$ cat config.mk
export PLATFORM = sky130hd
export DESIGN_NAME = adder_share_arb
export DESIGN_NICKNAME = d
export VERILOG_FILES = /design/src/rtl/adder_share_arb.sv
export SDC_FILE = /design/constraint.sdc
export NUM_CORES = 1
export LEC_CHECK = 0
export ABC_AREA = 1
export CAP_MARGIN = 20
export CELL_PAD_IN_SITES_DETAIL_PLACEMENT = 2
export CELL_PAD_IN_SITES_GLOBAL_PLACEMENT = 2
export CORE_ASPECT_RATIO = 2
export CORE_UTILIZATION = 24
export DETAILED_ROUTE_END_ITERATION = 8
export GPL_TIMING_DRIVEN = 0
export PLACE_DENSITY_LB_ADDON = 0.1
export SLEW_MARGIN = 40
export SYNTH_ARGS = -nofsm -noshare
export SYNTH_HDL_FRONTEND = slang
export SYNTH_SLANG_ARGS = --single-unit
$ cat constraint.sdc
create_clock -name clk -period 9.75 [get_ports clk]
set_input_delay 0.975 -clock clk [delete_from_list [all_inputs] [get_ports clk]]
set_output_delay 0.975 -clock clk [all_outputs]
set_load 0.05 [all_outputs]
$ cat src/rtl/adder_share_arb.sv
// adder_share_arb: round-robin sharing of one carry-select adder across multi-beat requesters
module adder_share_arb #(
  parameter int N        = 64,
  parameter int NREQ     = 2,
  parameter int MAXBEATS = 4,
  parameter int IDW      = 3
) (
  input  logic                clk,
  input  logic                rst,
  input  logic [NREQ-1:0]     req_valid,
  output logic [NREQ-1:0]     req_ready,
  input  logic [NREQ*N-1:0]   req_a,
  input  logic [NREQ*N-1:0]   req_b,
  input  logic [NREQ-1:0]     req_cin,
  input  logic [NREQ-1:0]     req_last,
  output logic                res_valid,
  input  logic                res_ready,
  output logic [N-1:0]        res_s,
  output logic                res_cout,
  output logic [IDW-1:0]      res_id,
  output logic                res_last,
  output logic                res_trunc
);
  typedef enum logic {IDLE, LOCKED} state_t;
  state_t state, state_n;
  logic [IDW-1:0] owner, owner_n, rr_ptr, rr_n, pick_lo, pick_hi;
  logic found_hi;
  logic [4:0] beat_cnt, beat_n;
  logic carry_reg, carry_n;
  logic [N-1:0] op_a, op_b, sum;
  logic own_valid, own_cin, own_last, cin, cout, accept, out_free, at_max, fin;
  logic unused_gen, unused_prop;
  // owner operand mux, handshake and carry selection
  always_comb begin
    op_a = '0;
    op_b = '0;
    own_valid = 1'b0;
    own_cin = 1'b0;
    own_last = 1'b0;
    req_ready = '0;
    out_free = ~res_valid | res_ready;
    for (int i = 0; i < NREQ; i++) begin
      if (owner == IDW'(i)) begin
        op_a = req_a[i*N +: N];
        op_b = req_b[i*N +: N];
        own_valid = req_valid[i];
        own_cin = req_cin[i];
        own_last = req_last[i];
        req_ready[i] = ~rst & (state == LOCKED) & out_free;
      end
    end
    accept = (state == LOCKED) & own_valid & out_free;
    cin = (beat_cnt == 5'd0) ? own_cin : carry_reg;
    at_max = beat_cnt == 5'(MAXBEATS-1);
    fin = own_last | at_max;
  end
  // round-robin pick: lowest valid index at or above rr_ptr, else lowest overall
  always_comb begin
    pick_lo = '0;
    pick_hi = '0;
    found_hi = 1'b0;
    for (int i = NREQ-1; i >= 0; i--) begin
      if (req_valid[i]) pick_lo = IDW'(i);
      if (req_valid[i] && IDW'(i) >= rr_ptr) begin
        pick_hi = IDW'(i);
        found_hi = 1'b1;
      end
    end
  end
  // next-state: lock on arbitration, release on final or forced-final beat
  always_comb begin
    state_n = state;
    owner_n = owner;
    rr_n = rr_ptr;
    beat_n = beat_cnt;
    carry_n = carry_reg;
    if (state == IDLE) begin
      if (|req_valid) begin
        owner_n = found_hi ? pick_hi : pick_lo;
        state_n = LOCKED;
        beat_n = 5'd0;
      end
    end else if (accept) begin
      if (fin) begin
        state_n = IDLE;
        rr_n = (owner == IDW'(NREQ-1)) ? '0 : owner + IDW'(1);
        carry_n = 1'b0;
      end else begin
        beat_n = beat_cnt + 5'd1;
        carry_n = cout;
      end
    end
  end
  // control state registers
  always_ff @(posedge clk) begin
    if (rst) begin
      state <= IDLE;
      owner <= '0;
      rr_ptr <= '0;
      beat_cnt <= '0;
      carry_reg <= 1'b0;
    end else begin
      state <= state_n;
      owner <= owner_n;
      rr_ptr <= rr_n;
      beat_cnt <= beat_n;
      carry_reg <= carry_n;
    end
  end
  // result register: load on accept, hold under backpressure, clear on drain
  always_ff @(posedge clk) begin
    if (rst) begin
      res_valid <= 1'b0;
      res_s <= '0;
      res_cout <= 1'b0;
      res_id <= '0;
      res_last <= 1'b0;
      res_trunc <= 1'b0;
    end else if (accept) begin
      res_valid <= 1'b1;
      res_s <= sum;
      res_cout <= cout;
      res_id <= owner;
      res_last <= fin;
      res_trunc <= at_max & ~own_last;
    end else if (res_ready) begin
      res_valid <= 1'b0;
    end
  end
  a1csah64bits #(.N(N)) adder (
    .a(op_a),
    .b(op_b),
    .cin(cin),
    .s(sum),
    .cout(cout),
    .gen(unused_gen),
    .prop(unused_prop)
  );
endmodule

// a1csah64bits: hierarchical add-one carry-select adder built from 8-bit blocks
module a1csah64bits #(
  parameter int N = 64
) (
  input  logic [N-1:0] a,
  input  logic [N-1:0] b,
  input  logic         cin,
  output logic [N-1:0] s,
  output logic         cout,
  output logic         gen,
  output logic         prop
);
  localparam int B = 8;
  localparam int NB = N / B;
  logic [NB:0] c;
  assign c[0] = cin;
  for (genvar k = 0; k < NB; k++) begin : blk
    logic [B:0] s0, s1;
    assign s0 = {1'b0, a[k*B +: B]} + {1'b0, b[k*B +: B]};
    assign s1 = s0 + {{B{1'b0}}, 1'b1};
    assign s[k*B +: B] = c[k] ? s1[B-1:0] : s0[B-1:0];
    assign c[k+1] = c[k] ? s1[B] : s0[B];
  end
  assign cout = c[NB];
  assign prop = &(a ^ b);
  assign gen = prop ? 1'b0 : cout;
endmodule

==> metrics <==
status complete, no violations; Initial DRT Pass Iterations 4; die area 37,700 um^2; total gr overflow 0; FF-to-FF path depth 31; biggest registers after layout res_s x64, beat_cnt x5; Power, Total 1.89 mW; number of synthesized flops with an enable pin 0; GRT Util Overall 0.215; largest net degree at the start of global routing 15; post_cts resized 0; max reg flops 64; I/O Buffers 335; Setup Skew 0.0109 ns; Tmin final 4.92 ns; post-synthesis mux area share 0; Initial DRC Count 214; largest area contributor in the netlist nand2_1; nets 2,192; clock latency on the worst-skew pair 0.36 ns; total core area 36,400 um^2; Power Density 145 nW/um^2; Syn Inst Count 1,498; Most flops, register res_s; detailed-route vias per instance 4.76; Crit path arrival time 5.18 ns; clock tree from TritonCTS yes; Post-synth ARST share 0; Num CTS Buffers 9; Synth Area per Inst 5.91 um^2; Worst Path Required 10.01 ns; final wirelength 40,100 um; DR WL/cell 17.4 um; register area share after synthesis 0.176; RSZ-0062 raised after global routing false; antenna fix cells 0; maximum VDD drop 0.0000878 V; Die W 138 um; Simple-Gate Fraction of Synth Area 0.405; Starting Density 0.243; yosys warns 0; Setup-failing EPs final 0; XOR/XNOR Fraction of Synth Area 0.0721; Most used DFF post-synth dfxtp_1; crit-path max cell delay 0.45 ns; CTS clk-pin slew, worst paths 0.07 ns; via count 11.0k; max cap viols 0; Top Ports 338; global-route wire length before repair 61,600 um; initial antenna violation count 0; top-area cell type share of the netlist area 0.266; Max Slew Vio Count 0; CTS H-Tree Depth 3; critical path class reg -> reg; Cell variety after synth 41; final cycle utilization of the critical path 0.504; highest clock rate 203 MHz; final non-filler cell area 13,100 um^2; Hold Path Cell Cnt 2; Site Rows 99; chip height 274 um; maximum clock insertion buffer count 2; Min-Delay Path Class reg -> reg; Final GP Congestion 0.811; Area contributors post-synth nand2_1 27%, dfxtp_1 18%, ha_1 10%, inv_1 7.4%, xor2_1 4.8%; post-route ant nets 0; worst-margin pin slew 0.839 ns; Post-CTS Setup Inserts 0; #FFs+latches synth 78; clock sinks 78; synthesized cell area 8850 um^2; largest family of logic cells by synthesized area simple AND/OR/NAND/NOR gates; clock root buffer clkbuf_16; share of layout cells above drive strength 1 0.0286; Final HPWL DP 34,500 um; final hold violations 0; Crit path top cell by count nand2_1; placed inst area 12,800 um^2; DRC errors left 0; Critical Path End Type flop; Startpoint Class flop; reg2reg setup slack 4.83 ns; Synth Area in Compound Gates 0.121; cts hold-fix bufs 0; setup_tns 0 ns; Leak 6.47 nW; vias in the first global route 12.0k; largest driver fanout on the critical path 10; Slew HR 0.440; adder-cell share of the synthesized area 0.123; slowest CP cell fa_1; Synth-to-Final Area Change 47.9%
path summary, 6_finish.rpt:
path | from | endpoint
hold reg to reg | res_trunc$_SDFFE_PP0P_ | res_trunc$_SDFFE_PP0P_
hold / removal | res_trunc$_SDFFE_PP0P_ | res_trunc$_SDFFE_PP0P_
setup / recovery | owner[0]$_SDFFE_PP0P_ | res_cout$_SDFFE_PP0P_
setup reg to reg | owner[0]$_SDFFE_PP0P_ | res_cout$_SDFFE_PP0P_
cell usage after synthesis (5+ instances only):
library cell	number
dfxtp_1	78
inv_1	174
nand3_1	71
a21oi_1	58
o221ai_1	5
o211ai_1	19
buf_4	5
clkbuf_1	48
o21ai_0	49
nor2_1	62
fa_1	8
o21bai_1	29
o21a_1	11
nand2_2	7
nand2_1	627
xor2_1	49
nand4_1	25
xnor2_1	22
nand3_2	8
nand3b_1	14
nor3_1	21
nand2_4	5
ha_1	74
metrics by stage:
stage,hold slack [ns],utilization,instances,worst slack (ns)
2_1_floorplan,0.446,-,1499,5.90
3_3_place_gp,0.455,0.351,2288,4.45
3_5_place_dp,0.467,0.351,2288,4.63
4_1_cts,0.478,0.359,2304,4.72
5_1_grt,0.505,0.359,2304,4.44
6_report,0.473,0.359,2304,4.83
layout make-up:
cell class	count	area [um^2]
buffer	56	243
clock buffer	11	243
clock inverter	5	66.3
fill	4569	23300
inverter	176	663
multi-input combinational	1189	6390
sequential	78	1560
tap	454	568
timing repair buffer	335	3350
worst max-delay path: cells and delay by family, from the launching register on:
| family | cells | cell delay (ns) |
|---|---|---|
| AND/OR/NAND/NOR | 23 | 2.71 |
| buffers and inverters | 6 | 1.12 |
| flip-flops | 1 | 0.31 |
| adder cells (fa/ha/maj) | 2 | 0.67 |
report_power, final:
| group | leakage (nW) | internal [mW] | switching (mW) |
|---|---|---|---|
| Combinational | 5.68 | 0.431 | 0.721 |
| Clock | 0.148 | 0.209 | 0.157 |
| Sequential | 0.640 | 0.352 | 0.0212 |
| Total | 6.47 | 0.992 | 0.899 |
cell usage in the layout, fill, tap and decap left out, types with 9 or more instances in the layout:
master,n
xnor2_1,22
o21a_1,11
nor3_1,21
o21bai_1,29
a21oi_1,58
inv_1,174
nand3b_1,14
xor2_1,49
clkbuf_1,46
clkbuf_16,9
clkdlybuf4s50_1,335
o211ai_1,19
o21ai_0,49
nand3_1,71
nor2_1,62
dfxtp_1,78
ha_1,74
nand4_1,25
nand2_1,627
layer usage:
metal,GRT usage,up-vias,wire (um)
li1,-,5443,-
met1,0.197,5286,13900
met2,0.461,197,24000
met3,0.0278,32,1310
met4,0.0641,0,896
met5,0,-,0
cell families (layout without fill, tap and decap cells):
logic type,after synthesis,after routing
AND/OR/NAND/NOR,854,854
buffers and inverters,232,583
AO/OA/AOI/OAI,179,179
adder cells (fa/ha/maj),82,82
flip-flops,78,78
XOR/XNOR,72,72
other,1,2
No activity file was read; power rests on OpenSTA's default activity.
